**src/rtl/cpu_types_pkg.sv**
```systemverilog
// Shared CPU types for the cache slice.
// Fetch-side word type, default geometry and icache FSM state.
package cpu_types_pkg;

  typedef logic [31:0] word_t;

  localparam int ICACHE_SETS = 16;

  typedef enum logic {
    IDLE,
    FETCH
  } icache_state_t;

endpackage

```
**src/rtl/icache.sv**
```systemverilog
// Direct-mapped read-only instruction cache.
// Zero-cycle hits, single-word fill on miss, fill bypass to fetch.
module icache
  import cpu_types_pkg::*;
#(
  parameter  int SETS  = ICACHE_SETS,
  localparam int IDX_W = $clog2(SETS),
  localparam int TAG_W = 30 - IDX_W
) (
  input  logic        CLK,
  input  logic        nRST,
  input  logic        imemREN,
  input  logic [31:0] imemaddr,
  output logic        ihit,
  output logic [31:0] imemload,
  output logic        iREN,
  output logic [31:0] iaddr,
  input  logic        iwait,
  input  logic [31:0] iload
);

  typedef struct packed {
    logic [TAG_W-1:0] tag;
    word_t            data;
  } icache_frame_t;

  icache_state_t    state;
  word_t            miss_addr;
  logic [SETS-1:0]  valid;
  icache_frame_t    frames [SETS];

  logic [IDX_W-1:0] idx;
  logic [TAG_W-1:0] tag;
  logic [IDX_W-1:0] m_idx;
  logic [TAG_W-1:0] m_tag;
  logic             hit;
  logic             fill;
  logic             bypass;

  assign idx   = imemaddr[IDX_W+1:2];
  assign tag   = imemaddr[31:IDX_W+2];
  assign m_idx = miss_addr[IDX_W+1:2];
  assign m_tag = miss_addr[31:IDX_W+2];

  assign hit = imemREN && valid[idx]
            && (frames[idx].tag == tag);

  assign fill   = (state == FETCH) && !iwait;
  assign bypass = fill && imemREN
               && (imemaddr == miss_addr);

  always_comb begin
    ihit     = 1'b0;
    imemload = '0;
    iREN     = 1'b0;
    iaddr    = '0;
    unique case (state)
      IDLE: begin
        if (hit) begin
          ihit     = 1'b1;
          imemload = frames[idx].data;
        end
      end
      FETCH: begin
        iREN  = 1'b1;
        iaddr = miss_addr;
        if (bypass) begin
          ihit     = 1'b1;
          imemload = iload;
        end
      end
      default: ;
    endcase
  end

  always_ff @(posedge CLK or negedge nRST) begin
    if (!nRST) begin
      state     <= IDLE;
      miss_addr <= '0;
      valid     <= '0;
    end else begin
      unique case (state)
        IDLE: begin
          if (imemREN && !hit) begin
            miss_addr <= imemaddr;
            state     <= FETCH;
          end
        end
        FETCH: begin
          if (!iwait) begin
            valid[m_idx] <= 1'b1;
            state        <= IDLE;
          end
        end
        default: state <= IDLE;
      endcase
    end
  end

  // Tag/data need no reset; valid bits gate every use.
  always_ff @(posedge CLK) begin
    if (fill) begin
      frames[m_idx].tag  <= m_tag;
      frames[m_idx].data <= iload;
    end
  end

endmodule

```
**config.mk**
```make
export PLATFORM = sky130hd
export DESIGN_NAME = icache
export DESIGN_NICKNAME = d
export VERILOG_FILES = /design/src/rtl/cpu_types_pkg.sv /design/src/rtl/icache.sv
export SDC_FILE = /design/constraint.sdc
export NUM_CORES = 1
export LEC_CHECK = 0
export BUFFER_PORTS_ARGS = -buffer_cell sky130_fd_sc_hd__buf_2
export CORE_AREA = 8 8 320 322
export DETAILED_ROUTE_END_ITERATION = 8
export DIE_AREA = 0 0 328 330
export GPL_ROUTABILITY_DRIVEN = 0
export PLACE_DENSITY = 0.66
export REMOVE_ABC_BUFFERS = 1
export SLEW_MARGIN = 20
export SYNTH_ARGS = -nofsm -noshare
export SYNTH_HDL_FRONTEND = slang
export SYNTH_SLANG_ARGS = --single-unit
```
**constraint.sdc**
```tcl
create_clock -name CLK -period 7.79 [get_ports CLK]
set_input_delay 0.3895 -clock CLK [delete_from_list [all_inputs] [get_ports CLK]]
set_output_delay 0.3895 -clock CLK [all_outputs]
set_load 0.05 [all_outputs]
```
# == Word-level counts from Yosys, hierarchy flattened ==
# Memories as Yosys holds them, arrays and structs flattened.
# Cells that the tools add are included.
# word_totals
register_bits,49
latchBits,0
ramBits,928
mem_bits_ro,0
inputBits,68
output_inout_bits,66
word_cells,40
n_memories,1
# mem_list
name,depth,width,rd,rd_ports_with_merged_regs,write_ports,line_no,text
frames,16,58,1,0,1,icache.sv:30,icache_frame_t frames [SETS];
# op_classes
addsub,0
mul,0
n_div,0
magnitude_cmp,3
n_eq_ne,2
n_shift,0
muxes,17
n_bitwise,3
n_reduce_logical,11
# ops
op,n
$mux 32,3
$pmux 32 s2,1
$eq 32x32->1,1
$eq 26x26->1,1
$or 16x16->16,1
$lt 4x5->1 const B,2
$mux 1,9
$logic_and 1x1->1,7
$bmux 1 s4,1
$demux 1 s4,1
$ge 4x1->1 const B,1
$pmux 1 s2,2
$reduce_and 2->1,2
$logic_not 1->1,2
$not 1->1,2

# == Longest topological paths before layout ==
# Gate-level depths: netlist (run 1).
# logic_depth
ltp_word,8
depth_mapped,13
mapped_depth_nobuf,8

# == Least setup slack after synthesis (run 1) ==
# No wires, ideal clock.
# synth_path
path_type,reg2reg
from,register state
to,register valid[0]
setup_ns,0.089
t_arrival_ns,5.696
t_required_ns,7.701
setup_slack_ns,2.005
path_stages_with_launch,5
path_buffers,0
synth_period_minus_slack_ns,5.785
cell_sequence,dfrtp_1 > nand2b_1 > or3_1 > nor3_1 > or2_2
# synth_via
elab_chain_cells,1
# synth_rtl
item,line_no,text
"start, declared",icache.sv:27,icache_state_t state;
"start signal, assigned",icache.sv:78,state <= IDLE;
"start signal, assigned",icache.sv:86,state <= FETCH;
"start signal, assigned",icache.sv:92,state <= IDLE;
$reduce_and 2->1 (no source line),--,
"end signal, assigned",icache.sv:80,valid <= '0;
"end signal, assigned by index",icache.sv:91,valid[m_idx] <= 1'b1;
"end, declared",icache.sv:29,logic [SETS-1:0] valid;
# Every way passes these cells.
# A chain may end at the register's enable or synchronous reset.

# == Final worst setup path (run 1) ==
# layout_path
from,input port imemaddr[3]
to,output port imemload[0]
# layout_via
elab_chain_cells,6
word_cells_on_any_way,11
classes_between,eq/ne: 2; mux: 5; reduce/logical: 3; memory: 1
# layout_rtl
item,line_no,text
"start, declared",icache.sv:13,"input logic [31:0] imemaddr,"
"parallel branches: the longest is 5 deep, another holds $mem_v2 16x58",--,
$pmux 32 s2 (*),icache.sv:57,unique case (state)
"end, declared",icache.sv:15,"output logic [31:0] imemload,"
# Mark *: on every way between the ends. The select of a mux whose other input is x is not followed.

==> results.md, run 1 <==
- Average cell area after synthesis: roughly 22 um^2
- Most frequent cell after synthesis: edfxtp_1
- Standard-cell row count: between 100 and 150
- Comb pwr share: 8.1%
- Post-synth EDFFs: between 900 and 1000
- Switch Pwr: 2680 uW
- Pre-Repair DR Iteration Count: 8
- Top_reg_cell synth: edfxtp_1
- DP HPWL: between 40 and 50 mm
- Final Max Slew Viols: 0
- Largest net degree at the start of global routing: 78
- CP arrival: 4.59 ns
- # setup viols final: 0
- Clk root buf: clkbuf_16
- Die ar.: 108000 um^2
- Synth top cells by count: edfxtp_1, mux4_2, mux2i_1
- Number of setup buffers added after CTS: 0
- RSZ-0062 raised after global routing: no
- CP endpoint kind: output pin
- Final Hold Viols: 0
- #FFs+latches synth: 977
- Hold Path Origin: imemaddr[0]
- Status: finished clean
- Post-synthesis cell type count: 50
- Vias: between 15000 and 20000
- Max Clock Freq: 201 MHz
- Vias in the first global route: 19117
- Syn Inst Count: 1742
- Max-cap viol count: 0
- Antenna diode count: 0
- Synth top area cells: edfxtp_1, mux4_2, dfrtp_1, mux2i_1, mux2_4
- I/O pin total: 134
- Slew @ Worst Pin: 1.16 ns
- Clk buf depth: 3
- Core area: 97400 um^2
- Global-route wire length before repair: approximately 130 mm
- Final worst path period need: 4.98 ns
- HP Class: in2reg
- Cell-internal power: 9000 uW
- Clock buffer count from CTS: 96
- CP Data Required Time: 7.40 ns
- PostCTS Resize Cnt: 0
- Final TNS setup: 0 ns
- Relative slew slack: 22.4%
- Insertion delay to the later sink of the worst-skew pair: 0.65 ns
- Die H: approximately 330 um
- Layout area overhead: 13.8%
- Worst flop-to-flop path startpoint: state$_DFF_PN0_
- Layout cells sized above 1: between 30% and 40%
- Die width: between 300 and 400 um
- VDD IR max: between 0.15 and 0.2 mV
- Hold-fix buffers, CTS: 3
- Synth Cell Area: between 30000 and 40000 um^2
- Initial Util: 39.6%
- Clock power share: 37.8%
- Cell area power density: between 200 and 300 nW/um^2
- GRT Total Usage: 16.4%
- DRT Wirelength: 89.3 mm
- Remaining Overflow, GRT: 0
- Synth warn: 0
- Asr flop ratio synth: between 5 and 6%
- Reg power frac: 54.1%
- Final net count: 1996
- Fin Clk Skew: 0.0201 ns
- Routed Antenna Nets: 0
- Clock Sinks: ~980
- Leakage: 0.0143 uW
- Via-per-instance ratio: 5.53
- # fillers: 8027
- Sequential share of the synthesized area: 75.5%
- Synth top area share: 72.3%
- Critical Path Fanout Max: 68
- Placed cells: between 3000 and 4000
- Area leader, netlist: edfxtp_1
- Iteration-0 DRC Markers: ~1700
- Final std cells w/o fill: 3293
- CTS tree: yes
- CTS H-Tree Depth: 3
- Final period util: a little under two thirds
- Initial antenna violation count: 2
- CTS clk-pin slew, worst paths: 0.06 ns
- Net Sw Frac: between 20% and 30%
- Crit start category: primary input
- Crit Path Class: in2out
- Launch point of the worst path: imemaddr[3]
- Post-route DRC: 0
- DR WL/cell: 27.1 um
- I/O Buffers: between 100 and 150
-- worst max-delay path, cell delays in order --
cell and delay (ns):
buf_6 0.63, buf_4 0.70, mux4_2 0.58, mux2i_1 0.18, mux2i_1 0.12, xnor2_1 0.17
nand4_1 0.22, nor4_2 0.45, nand3b_1 0.12, buf_4 0.32, o21ai_0 0.26, buf_2 0.30
-- state kept, by name (all words and copies together) (netlist names) --
name	count
valid	16
miss_addr	32
frames	928
state	1
-- cells by family after synthesis --
kind of cell              count (synthesis)  synth area share (%)
muxes                                   346                  18.0
xor gates and xnor gates                 68                  1.55
AOI/OAI and AO/OA                        68                  1.20
and+or+nand+nor                         163                  2.25
buffers and inverters                   120                  1.56
DFF                                     977                  75.5
-- through the flow --
stage               util (%)  total power [uW]  hold slack [ns]  setup WS [ns]  cell area, um^2
detailed placement      41.9              7380            0.448           2.71            40800
global placement        41.9              7340            0.446           2.81            40800
finish                  45.0             11700           0.0339           2.81            43800
floorplan                  -              6900           0.0939           1.74            38100
global route            45.0             12100           0.0138           2.43            43800
CTS                     45.0             11800         0.000107           2.69            43800
-- power by group through the flow --
stage,Sequential [uW],Clock [uW],Combinational (uW)
after floorplan,6330,0,573
after global placement,6390,0,944
after detailed placement,6420,0,957
after CTS,6310,4510,964
after global routing,6350,4700,1010
final,6320,4420,949
-- worst paths after layout --
kind / to / cells after the start / slack, ns
setup reg to reg: frames[15][12]$_DFFE_PP_ / 5 / 3.99
hold reg to reg: valid[7]$_DFFE_PN0P_ / 1 / 0.47
hold / removal: miss_addr[0]$_DFFE_PN0P_ / 2 / 0.03
setup / recovery: imemload[0] / 12 / 2.81
min in group asynchronous: miss_addr[13]$_DFFE_PN0P_ / 3 / 0.39
max in group asynchronous: valid[6]$_DFFE_PN0P_ / 3 / 6.93
-- layout by cell type, fill, tap and decap left out, types with 10 or more instances in the layout --
master	Yosys	final
o21ai_1	27	27
xor2_1	36	36
mux4_1	10	10
nand2_1	43	43
clkinv_1	0	19
buf_2	29	129
xnor2_1	32	32
clkbuf_1	31	24
or2_2	16	16
dfrtp_1	49	49
edfxtp_1	928	928
mux2_4	29	29
buf_4	14	37
nor2_4	0	12
and2_1	34	34
a22oi_1	11	11
mux2i_1	51	51
clkinv_2	0	18
clkbuf_16	0	98
inv_1	34	34
mux4_2	251	251
-- cell type report --
| type | count | area (um^2) | share of cell area, % |
|---|---|---|---|
| Inverter | 34 | 128 | 0.291 |
| Timing Repair Buffer | 174 | 1040 | 2.38 |
| Tap cell | 1287 | 1610 | 3.67 |
| Clock buffer | 129 | 2640 | 6.02 |
| Multi-Input combinational cell | 645 | 8970 | 20.5 |
| Sequential cell | 977 | 29100 | 66.3 |
| Clock inverter | 47 | 370 | 0.845 |
-- routing by layer --
layer	vias to the layer above	routed length (um)	global-route usage, %
li1	7571	-	-
met1	9828	38700	23.6
met2	680	41900	25.5
met3	132	6290	3.42
met4	0	2410	4.59
met5	-	0	0
Power figures use the tool's default switching activity.
==> run 2: changes to the inputs <==
==> constraint.sdc (replaced) <==
create_clock -name CLK -period 4.8 [get_ports CLK]
set_input_delay 0.24 -clock CLK [delete_from_list [all_inputs] [get_ports CLK]]
set_output_delay 0.24 -clock CLK [all_outputs]
set_load 0.05 [all_outputs]
==> results.md, run 2 (synthesized netlist as in run 1, its figures left out) <==
- Status: finished clean
- Global-route wire length before repair: around 130 mm
- Vias: 18564
- Initial Util: 39.6%
- Pre-Repair DR Iteration Count: 5
- CP arrival: about 4.2 ns
- R2R cell count: 9
- Via-per-instance ratio: 5.52
- Insertion delay to the later sink of the worst-skew pair: 0.64 ns
- Place WS: 0.663 ns
- Worst flop-to-flop path startpoint: frames[5][33]$_DFFE_PP_
- Relative slew slack: 25.3%
- RR Endpoint: miss_addr[31]$_DFFE_PN0P_
- Layout area overhead: 16.2%
- Most common cell after layout, fill and taps aside: edfxtp_1
- Core Util, Final: 46.0%
- Reg2reg setup slack: 1.61 ns
- Hold worst-path end: miss_addr[8]$_DFFE_PN0P_
- Standard-cell row count: 115
- Final Max Slew Viols: 0
- Core area: 97400 um^2
- DR WL/cell: 27.0 um
- Clk buf depth: 3
- Largest net degree at the start of global routing: between 60 and 70
- Crit start category: flop
- RSZ-0062 raised after global routing: no
- Register Area: 29100 um^2
- CP Cell Sequence: xor2_1, nor4_1, nand4_1, or4_1, nor4_4, buf_4, nand2_1, o21ai_1, buf_2
- Slowest CP cell: dfrtp_1
- Biggest register: frames
- Final period util: 92.8%
- # setup viols final: 0
- Most frequent cells in the layout: edfxtp_1, mux4_2, buf_2
- CTS clk-pin slew, worst paths: 0.06 ns
- Max Clock Freq: about 220 MHz
- Slew @ Worst Pin: between 1 and 1.5 ns
- Hold path depth: 2
- Clock Sinks: 977
- GRT Total Usage: about 17%
- Number of setup buffers added after CTS: 0
- Largest registers: frames (928), miss_addr (32), valid (16)
- Die width: 328 um
- I/O Buffers: approximately 130
- Antenna diode count: 0
- Die ar.: around 110000 um^2
- CTS tree: yes
- Max reg flops: 928
- Post-route DRC: 0
- HP Class: in2reg
- Hold Path Origin: imemaddr[8]
- Initial antenna violation count: 0
- CP Data Required Time: 4.56 ns
- CTS H-Tree Depth: 3
- Crit Path Class: reg2out
- Final Worst Setup Slack: 0.343 ns
- Multi-input logic area: 8970 um^2
- CP endpoint kind: output pin
- DP HPWL: 49.8 mm
- Final worst path period need: 4.46 ns
- Vias in the first global route: 19524
- Fin Clk Skew: 0.0173 ns
- Final net count: 2072
- Clk root buf: clkbuf_16
- Routed Antenna Nets: 0
- Final Hold Viols: 0
- # fillers: 7963
- Cell area power density: 419 nW/um^2
- VDD IR max: 0.288 mV
- Critical Path Fanout Max: 19
- DRT Wirelength: 90.9 mm
- Iteration-0 DRC Markers: 1871
- Crit-path max cell delay: 0.80 ns
- Layout cells sized above 1: between 30% and 40%
- Remaining Overflow, GRT: 0
- I/O pin total: 134
- Die H: roughly 330 um
- Leakage: about 0.015 uW
- Clock buffer count from CTS: between 90 and 100
- Max-cap viol count: 0
==> run 2: cell types whose count changed in the layout (fill, tap and decap cells not counted), sizes merged <==
| cell | before | now |
|---|---|---|
| buf | 171 | 193 |
| bufinv | 5 | 4 |
| clkbuf | 129 | 121 |
| clkinv | 38 | 33 |
| clkinvlp | 3 | 2 |
| dlygate4sd3 | 3 | 59 |
| inv | 35 | 40 |
==> run 2: worst max-delay path: cells and delay by family, from the launching register on <==
family	cells	cell delay, ns
AND/OR/NAND/NOR	5	1.77
flip-flops	1	0.80
buffers and inverters	2	0.68
AO/OA/AOI/OAI	1	0.16
XOR/XNOR	1	0.14
==> run 2: how the worst max path moves through the flow <==
stage | to | cells past startpoint | startpoint | slack (ns)
after floorplan | valid[0]$_DFFE_PN0P_ | 4 | state$_DFF_PN0_ | -1.25
after global placement | imemload[17] | 12 | imemaddr[3] | 0.58
after detailed placement | imemload[17] | 12 | imemaddr[3] | 0.66
after CTS | imemload[17] | 9 | miss_addr[31]$_DFFE_PN0P_ | 0.08
after global routing | imemload[17] | 9 | miss_addr[22]$_DFFE_PN0P_ | 0.01
final | imemload[17] | 9 | miss_addr[11]$_DFFE_PN0P_ | 0.34
==> run 2: area by class of cell <==
| type | count | area share [%] |
|---|---|---|
| repair buffers | 252 | 4.79 |
| multi-input cells | 645 | 20.0 |
| flip-flops and latches | 977 | 65.0 |
| well taps | 1287 | 3.60 |
| clock buffers | 121 | 5.55 |
| inverters | 34 | 0.285 |
| clock inverters | 45 | 0.760 |
==> run 2: report_power, final <==
group	internal [uW]	switching (uW)
sequential	9860	310
clock	3870	3040
combinational	689	1000
==> run 2: through the flow <==
stage               total power, uW  hold WS (ns)  cells  TNS, ns  area [um^2]
CTS                           18900       0.00773   3361        0        44800
global placement              11900         0.394   3136        0        41400
detailed placement            12000         0.409   3136        0        41400
finish                        18800        0.0666   3361        0        44800
global route                  19400        0.0344   3361        0        44800
floorplan                     11200       -0.0556   1656  -259.09        38100
==> run 2: metal layers <==
layer	up-vias	wire, um	track usage, %
met1	10009	38700	23.5
met3	114	6670	3.27
met5	-	0	0
met4	0	1580	3.27
met2	720	44000	26.9
li1	7721	-	-
==> run 2: repair_timing <==
action	CTS	global route
hold buffers	59	0
endpoints found under the hold margin	559	0
resized for setup	0	4
endpoints found under the setup margin	0	22
